## config.mk

```make
export PLATFORM = sky130hd
export DESIGN_NAME = letter_drop_engine_flat
export DESIGN_NICKNAME = d
export VERILOG_FILES = /design/src/rtl/letter_drop_engine_if.sv /design/src/rtl/letter_drop_engine.sv /design/src/flat_wrapper.sv
export SDC_FILE = /design/constraint.sdc
export NUM_CORES = 1
export LEC_CHECK = 0
export ABC_AREA = 1
export CELL_PAD_IN_SITES_DETAIL_PLACEMENT = 2
export CELL_PAD_IN_SITES_GLOBAL_PLACEMENT = 2
export CORE_MARGIN = 5
export CORE_UTILIZATION = 30
export CTS_BUF_LIST = sky130_fd_sc_hd__clkbuf_8
export CTS_CLUSTER_DIAMETER = 80
export CTS_CLUSTER_SIZE = 30
export DETAILED_ROUTE_END_ITERATION = 12
export PLACE_DENSITY_LB_ADDON = 0.1
export SLEW_MARGIN = 0
export SYNTH_ARGS = -nofsm -noshare
export SYNTH_HDL_FRONTEND = slang
export SYNTH_SLANG_ARGS = --single-unit
export TNS_END_PERCENT = 100
```

## constraint.sdc

```tcl
create_clock -name clock_i -period 4.9 [get_ports clock_i]
set_input_delay 0.49 -clock clock_i [delete_from_list [all_inputs] [get_ports clock_i]]
set_output_delay 0.49 -clock clock_i [all_outputs]
set_load 0.005 [all_outputs]
```

## src/rtl/letter_drop_engine_if.sv

```systemverilog
// Player/timebase inputs and slot/score outputs shared between the
// letter-drop game engine and whatever drives it (input logic, renderer).
interface letter_drop_engine_if;
    logic       start;
    logic       tick;
    logic [7:0] guess;
    logic       guess_valid;
    logic [7:0] letter1;
    logic [7:0] letter2;
    logic [7:0] letter3;
    logic [4:0] ypos1;
    logic [4:0] ypos2;
    logic [4:0] ypos3;
    logic [7:0] score;
    logic [2:0] lives;
    logic       game_over;

    modport master (
        output start, tick, guess, guess_valid,
        input  letter1, letter2, letter3, ypos1, ypos2, ypos3,
        input  score, lives, game_over
    );

    modport slave (
        input  start, tick, guess, guess_valid,
        output letter1, letter2, letter3, ypos1, ypos2, ypos3,
        output score, lives, game_over
    );
endinterface

```

## src/rtl/letter_drop_engine.sv

```systemverilog
// Falling-letter game state: three slots that spawn from an LFSR, fall one
// row per step, are cleared by matching guesses and cost a life when they
// reach the bottom row.
//
// state | meaning
// IDLE  | waiting for start, slots inactive, nothing moves
// PLAY  | ticks advance letters, guesses clear them
// OVER  | lives exhausted, outputs frozen until start
module letter_drop_engine #(
    parameter int unsigned STEP_DIV    = 4,
    parameter int unsigned SPAWN_GAP   = 6,
    parameter int unsigned BOTTOM_ROW  = 22,
    parameter int unsigned START_LIVES = 3,
    parameter logic [7:0]  LFSR_SEED   = 8'hA5
) (
    input  logic            clock_i,
    input  logic            reset_i,
    letter_drop_engine_if.slave bus
);
    localparam int TW = (STEP_DIV > 1) ? $clog2(STEP_DIV) : 1;
    localparam int SW = $clog2(SPAWN_GAP + 1);
    localparam logic [4:0]    BOTTOM   = 5'(BOTTOM_ROW);
    localparam logic [4:0]    INACTIVE = 5'd31;
    localparam logic [TW-1:0] TICK_TC  = TW'(STEP_DIV - 1);
    localparam logic [SW-1:0] GAP      = SW'(SPAWN_GAP);
    localparam logic [2:0]    LIVES0   = 3'(START_LIVES);

    typedef enum logic [1:0] {IDLE, PLAY, OVER} state_t;

    state_t           state_q, state_d;
    logic [2:0][7:0]  letter_q, letter_d;
    logic [2:0][4:0]  ypos_q, ypos_d;
    logic [7:0]       score_q, score_d;
    logic [2:0]       lives_q, lives_d;
    logic [TW-1:0]    tick_cnt_q, tick_cnt_d;
    logic [SW-1:0]    spawn_cnt_q, spawn_cnt_d;
    logic [7:0]       lfsr_q, lfsr_d;
    logic             game_over_q, game_over_d;

    logic             step;
    logic             hit;
    logic [1:0]       hit_idx;
    logic [1:0]       miss_cnt;
    logic             spawned;

    // Next-state: guess, then step advance, then miss, then spawn, all on one edge.
    always_comb begin
        state_d     = state_q;
        letter_d    = letter_q;
        ypos_d      = ypos_q;
        score_d     = score_q;
        lives_d     = lives_q;
        tick_cnt_d  = tick_cnt_q;
        spawn_cnt_d = spawn_cnt_q;
        lfsr_d      = {lfsr_q[6:0], lfsr_q[7] ^ lfsr_q[5] ^ lfsr_q[4] ^ lfsr_q[3]};
        step        = 1'b0;
        hit         = 1'b0;
        hit_idx     = 2'd0;
        miss_cnt    = 2'd0;
        spawned     = 1'b0;

        case (state_q)
            PLAY: begin
                if (bus.tick) begin
                    if (tick_cnt_q == TICK_TC) begin
                        step       = 1'b1;
                        tick_cnt_d = '0;
                    end else begin
                        tick_cnt_d = tick_cnt_q + TW'(1);
                    end
                end

                // Lowest slot wins (largest ypos); strict compare keeps lowest index on ties.
                if (bus.guess_valid) begin
                    for (int i = 0; i < 3; i++) begin
                        if (ypos_q[i] < BOTTOM && letter_q[i] == bus.guess &&
                            (!hit || ypos_q[i] > ypos_q[hit_idx])) begin
                            hit     = 1'b1;
                            hit_idx = 2'(i);
                        end
                    end
                end
                if (hit) begin
                    ypos_d[hit_idx] = INACTIVE;
                    if (score_q != 8'hFF) score_d = score_q + 8'd1;
                end

                if (step) begin
                    for (int i = 0; i < 3; i++) begin
                        if (!(hit && hit_idx == 2'(i)) && ypos_q[i] < BOTTOM) begin
                            if (ypos_q[i] + 5'd1 == BOTTOM) begin
                                ypos_d[i] = INACTIVE;
                                miss_cnt  = miss_cnt + 2'd1;
                            end else begin
                                ypos_d[i] = ypos_q[i] + 5'd1;
                            end
                        end
                    end
                end
                lives_d = (lives_q > {1'b0, miss_cnt}) ? lives_q - {1'b0, miss_cnt} : 3'd0;

                // A slot freed by a guess or miss on this edge may be refilled at once.
                if (step) begin
                    if (spawn_cnt_q >= GAP) begin
                        for (int i = 0; i < 3; i++) begin
                            if (!spawned && ypos_d[i] >= BOTTOM) begin
                                letter_d[i] = lfsr_q;
                                ypos_d[i]   = 5'd0;
                                spawned     = 1'b1;
                            end
                        end
                        spawn_cnt_d = spawned ? '0 : GAP;
                    end else begin
                        spawn_cnt_d = spawn_cnt_q + SW'(1);
                    end
                end

                if (lives_d == 3'd0) state_d = OVER;
            end
            default: begin
                if (bus.start) begin
                    state_d     = PLAY;
                    lives_d     = LIVES0;
                    score_d     = 8'd0;
                    spawn_cnt_d = GAP;
                    tick_cnt_d  = '0;
                    ypos_d      = {3{INACTIVE}};
                end
            end
        endcase

        game_over_d = (state_d == OVER);
    end

    // State and output registers; reset returns everything to power-up values.
    always_ff @(posedge clock_i or posedge reset_i) begin
        if (reset_i) begin
            state_q     <= IDLE;
            letter_q    <= '0;
            ypos_q      <= {3{INACTIVE}};
            score_q     <= 8'd0;
            lives_q     <= LIVES0;
            tick_cnt_q  <= '0;
            spawn_cnt_q <= GAP;
            lfsr_q      <= LFSR_SEED;
            game_over_q <= 1'b0;
        end else begin
            state_q     <= state_d;
            letter_q    <= letter_d;
            ypos_q      <= ypos_d;
            score_q     <= score_d;
            lives_q     <= lives_d;
            tick_cnt_q  <= tick_cnt_d;
            spawn_cnt_q <= spawn_cnt_d;
            lfsr_q      <= lfsr_d;
            game_over_q <= game_over_d;
        end
    end

    assign bus.letter1   = letter_q[0];
    assign bus.letter2   = letter_q[1];
    assign bus.letter3   = letter_q[2];
    assign bus.ypos1     = ypos_q[0];
    assign bus.ypos2     = ypos_q[1];
    assign bus.ypos3     = ypos_q[2];
    assign bus.score     = score_q;
    assign bus.lives     = lives_q;
    assign bus.game_over = game_over_q;
endmodule
```

## src/flat_wrapper.sv

```systemverilog
// flat-port wrapper written by rule: the top's interface ports become plain ports
module letter_drop_engine_flat 
#(
    parameter int unsigned STEP_DIV    = 4,
    parameter int unsigned SPAWN_GAP   = 6,
    parameter int unsigned BOTTOM_ROW  = 22,
    parameter int unsigned START_LIVES = 3,
    parameter logic [7:0]  LFSR_SEED   = 8'hA5
)
  (clock_i, reset_i, bus_start, bus_tick, bus_guess, bus_guess_valid, bus_letter1, bus_letter2, bus_letter3, bus_ypos1, bus_ypos2, bus_ypos3, bus_score, bus_lives, bus_game_over);
  letter_drop_engine_if bus_i ();
  input  logic clock_i;
  input  logic reset_i;
  input wire logic [$bits(bus_i.start)-1:0] bus_start;
  input wire logic [$bits(bus_i.tick)-1:0] bus_tick;
  input wire logic [$bits(bus_i.guess)-1:0] bus_guess;
  input wire logic [$bits(bus_i.guess_valid)-1:0] bus_guess_valid;
  output wire logic [$bits(bus_i.letter1)-1:0] bus_letter1;
  output wire logic [$bits(bus_i.letter2)-1:0] bus_letter2;
  output wire logic [$bits(bus_i.letter3)-1:0] bus_letter3;
  output wire logic [$bits(bus_i.ypos1)-1:0] bus_ypos1;
  output wire logic [$bits(bus_i.ypos2)-1:0] bus_ypos2;
  output wire logic [$bits(bus_i.ypos3)-1:0] bus_ypos3;
  output wire logic [$bits(bus_i.score)-1:0] bus_score;
  output wire logic [$bits(bus_i.lives)-1:0] bus_lives;
  output wire logic [$bits(bus_i.game_over)-1:0] bus_game_over;
  assign bus_i.start = bus_start;
  assign bus_i.tick = bus_tick;
  assign bus_i.guess = bus_guess;
  assign bus_i.guess_valid = bus_guess_valid;
  assign bus_letter1 = bus_i.letter1;
  assign bus_letter2 = bus_i.letter2;
  assign bus_letter3 = bus_i.letter3;
  assign bus_ypos1 = bus_i.ypos1;
  assign bus_ypos2 = bus_i.ypos2;
  assign bus_ypos3 = bus_i.ypos3;
  assign bus_score = bus_i.score;
  assign bus_lives = bus_i.lives;
  assign bus_game_over = bus_i.game_over;
  letter_drop_engine #(.STEP_DIV(STEP_DIV), .SPAWN_GAP(SPAWN_GAP), .BOTTOM_ROW(BOTTOM_ROW), .START_LIVES(START_LIVES), .LFSR_SEED(LFSR_SEED)) u_core (.clock_i(clock_i), .reset_i(reset_i), .bus(bus_i));
endmodule
```

==> results.sh <==
export IMPL_drt_initial_drc_count=91
export IMPL_async_flop_share=1.00
export IMPL_whs_path_depth=0
export IMPL_relSlewSlack=0.477
export IMPL_synth_ff_type="dfrtp_1"
export IMPL_dr_pass1_iters=4
export IMPL_stdcell_area_um2=6180
export IMPL_intPower_uw=1770
export IMPL_synthesis_nets=619
export IMPL_irDropWorstVdd_v=0.000145
export IMPL_portBuffers=63
export IMPL_synth_cell_types=47
export IMPL_setup_viol=0
export IMPL_hp_class="flip-flop to flip-flop"
export IMPL_yosysMostFrequentCell="nand2_1"
export IMPL_syn_avg_cell_area_um2=7.85
export IMPL_pwr_share_seq=0.243
export IMPL_overflow=0
export IMPL_ant_nets=0
export IMPL_htreeDepth=3
export IMPL_path_class="flip-flop to flip-flop"
export IMPL_routed_wl_um=16500
export IMPL_cpMaxStageDelayCell="dfstp_2"
export IMPL_max_cap_violations=0
export IMPL_clk_pin_slew_ps=90
export IMPL_place_area_um2=5680
export IMPL_worstRegToRegCells=36
export IMPL_slew_viol_final=0
export IMPL_crit_fanout=6
export IMPL_antenna_diode_count=0
export IMPL_grt_pass1_vias=4992
export IMPL_slowest_delay_ps=550
export IMPL_clock_skew_ps=14.1
export IMPL_dieArea_um2=17800
export IMPL_fmax_mhz=213
export IMPL_synthToLayoutAreaGrowth_pct=35.3
export IMPL_powerDensity_nw_per_um2=539
export IMPL_ys_top_cells_by_count="135 x nand2_1, 84 x inv_1, 43 x dfrtp_1"
export IMPL_die_y_um=133
export IMPL_grt_pass1_wl_um=26600
export IMPL_required_ps=5150
export IMPL_cp_data_arrival_time_ps=4950
export IMPL_crit_path_end_kind="flip-flop"
export IMPL_cts_buffers_inserted=9
export IMPL_cts_root_buffer="clkbuf_8"
export IMPL_fin_crit_ps=4700
export IMPL_power_frac_comb=0.605
export IMPL_std_cell_rows=45
export IMPL_clk_latency_ps=370
export IMPL_yosysTopAreaCellShare=0.235
export IMPL_yosys_warnings=0
export IMPL_core_um2=15100
export IMPL_p_sw_frac=0.469
export IMPL_clock_sinks=66
export IMPL_outcome="finished clean"
export IMPL_cts_tree="yes"
export IMPL_crit_start="u_core.bus.ypos1[4]$_DFFE_PP1P_"
export IMPL_timing_rr_start="u_core.bus.ypos1[4]$_DFFE_PP1P_"
export IMPL_switching_power_uw=1560
export IMPL_drcViolationCount=0
export IMPL_hp_start="u_core.lfsr_q[6]$_DFF_PP0_"
export IMPL_grtUsageTotal=0.190
export IMPL_ys_ff_latch=66
export IMPL_postSynthCellCount=582
export IMPL_place_hpwl_um=12400
export IMPL_hold_violations=0
export IMPL_final_core_util=0.410
export IMPL_leakagePower_uw=0.00286
export IMPL_synthesis_area_um2=4570
export IMPL_pin_count=64
export IMPL_cts_max_path_buffers=2
export IMPL_drive_gt1_frac=0.271
export IMPL_place_gp_congestion=0.872
export IMPL_synth_edf_count=0
export IMPL_synthTopCellsByArea="dfrtp_1 24%, dfstp_2 13%, nand2_1 11%, inv_1 6.9%, ha_1 6.3%"
export IMPL_min_period_over_period=0.958
export IMPL_vias_per_cell=4.99
export IMPL_grt_start_max_net_pins=36
export IMPL_clkPwrFrac=0.152
export IMPL_seq_area_frac_synth=0.368
export IMPL_antenna_found_initial=0
export IMPL_finalWorstSetupSlack_ps=205
export IMPL_start_util=0.303
export IMPL_worst_pin_slew_ps=784
export IMPL_final_nets=729
export IMPL_start_kind="flip-flop"
export IMPL_dp_slack_ps=-537
export IMPL_vias=4412
export IMPL_yosys_area_top_type="dfrtp_1"
export IMPL_die_w_um=133
export IMPL_routedWlPerCell_um=18.6
cells by family (layout without fill, tap and decap cells):
| family | Yosys count | in the layout | share of synthesized area |
|---|---|---|---|
| xor+xnor | 32 | 32 | 0.0613 |
| fa+ha+maj | 24 | 24 | 0.0674 |
| simple gates | 246 | 247 | 0.256 |
| mux | 1 | 1 | 0.00219 |
| buf+inv | 105 | 219 | 0.0912 |
| compound gates | 108 | 108 | 0.154 |
| flops | 66 | 66 | 0.368 |
layout by cell type, fill, tap and decap left out, types with 4 or more instances in the layout:
cell             instances
inv_2                   13
clkdlybuf4s50_1         63
nand2_4                  9
o21ai_1                 13
nand2_1                127
nand2_2                 13
xor2_1                  18
nor2_1                  36
nand3_1                 24
o21ai_0                 20
xnor2_1                 14
ha_4                     5
nand3_4                  5
nand4_1                  4
nor2_2                   8
nand3_2                  5
buf_4                   45
dfstp_2                 23
clkbuf_8                11
dfrtp_1                 43
a21oi_1                 20
inv_1                   78
ha_1                    17
o21ai_2                 25
nor3_1                   4
flip-flops by register name, summed over array words and instances, names as in the netlist:
register	count
u_core.spawn_cnt_q	3
u_core.state_q	2
u_core.bus.letter1	8
u_core.bus.ypos1	5
u_core.tick_cnt_q	2
u_core.bus.score	8
u_core.lfsr_q	8
u_core.bus.letter3	8
u_core.bus.ypos2	5
u_core.bus.letter2	8
u_core.bus.ypos3	5
u_core.bus.game_over	1
u_core.bus.lives	3
path summary, 6_finish.rpt:
path	end	slack (ps)
min in group asynchronous	u_core.bus.score[7]$_DFFE_PP0P_	580
worst min-delay path	u_core.lfsr_q[7]$_DFF_PP1_	380
worst max-delay path	u_core.state_q[0]$_DFF_PP0_	200
worst min register to register	u_core.lfsr_q[7]$_DFF_PP1_	380
max in group asynchronous	u_core.lfsr_q[0]$_DFF_PP1_	3300
worst max register to register	u_core.state_q[0]$_DFF_PP0_	200
metal layers:
layer | vias to the layer above | routed length [µm] | GRT usage
met5 | - | 0 | 0
li1 | 2089 | - | -
met4 | 0 | 317 | 0.0691
met1 | 2240 | 7410 | 0.237
met3 | 18 | 415 | 0.0283
met2 | 65 | 8320 | 0.333
critical path: cells and delay by family, from the launching register on:
kind	cells	cell delay, ps
buffers and inverters	6	550
DFF	1	550
adders and majority gates	4	1100
and+or+nand+nor	18	1410
AOI/OAI and AO/OA	8	940
cell type report:
type,count,area [µm²]
clock buffers,11,151
clock inverters,5,53.8
fillers,1719,8910
inverters,93,353
multi-input cells,412,2720
flip-flops and latches,66,1680
well taps,188,235
repair buffers,110,991
what timing repair did:
| action | 4_1_cts | 5_1_grt |
|---|---|---|
| setup endpoints to repair | 6 | 6 |
| cloned | 1 | 0 |
| resized for setup | 25 | 39 |
| hold endpoints to repair | 0 | 0 |
| hold buffers | 0 | 0 |
| pin swaps | 14 | 30 |
| setup buffers | 1 | 5 |
per-stage QoR:
step / setup TNS (ps) / hold slack, ps / cells / total power (µW)
after global placement: -645 / 366 / 862 / 2550
after floorplan: 0 / 355 / 582 / 1870
after detailed placement: -2480 / 366 / 862 / 2640
final: 0 / 375 / 885 / 3330
after CTS: 0 / 382 / 880 / 3230
after global routing: -144 / 402 / 885 / 3600
power by group through the flow:
| stage | registers (µW) | clock network [µW] | logic (µW) |
|---|---|---|---|
| detailed placement | 811 | 0 | 1830 |
| global route | 831 | 550 | 2220 |
| global placement | 803 | 0 | 1750 |
| finish | 810 | 506 | 2010 |
| floorplan | 819 | 0 | 1050 |
| CTS | 809 | 523 | 1900 |
Power figures use the tool's default switching activity.
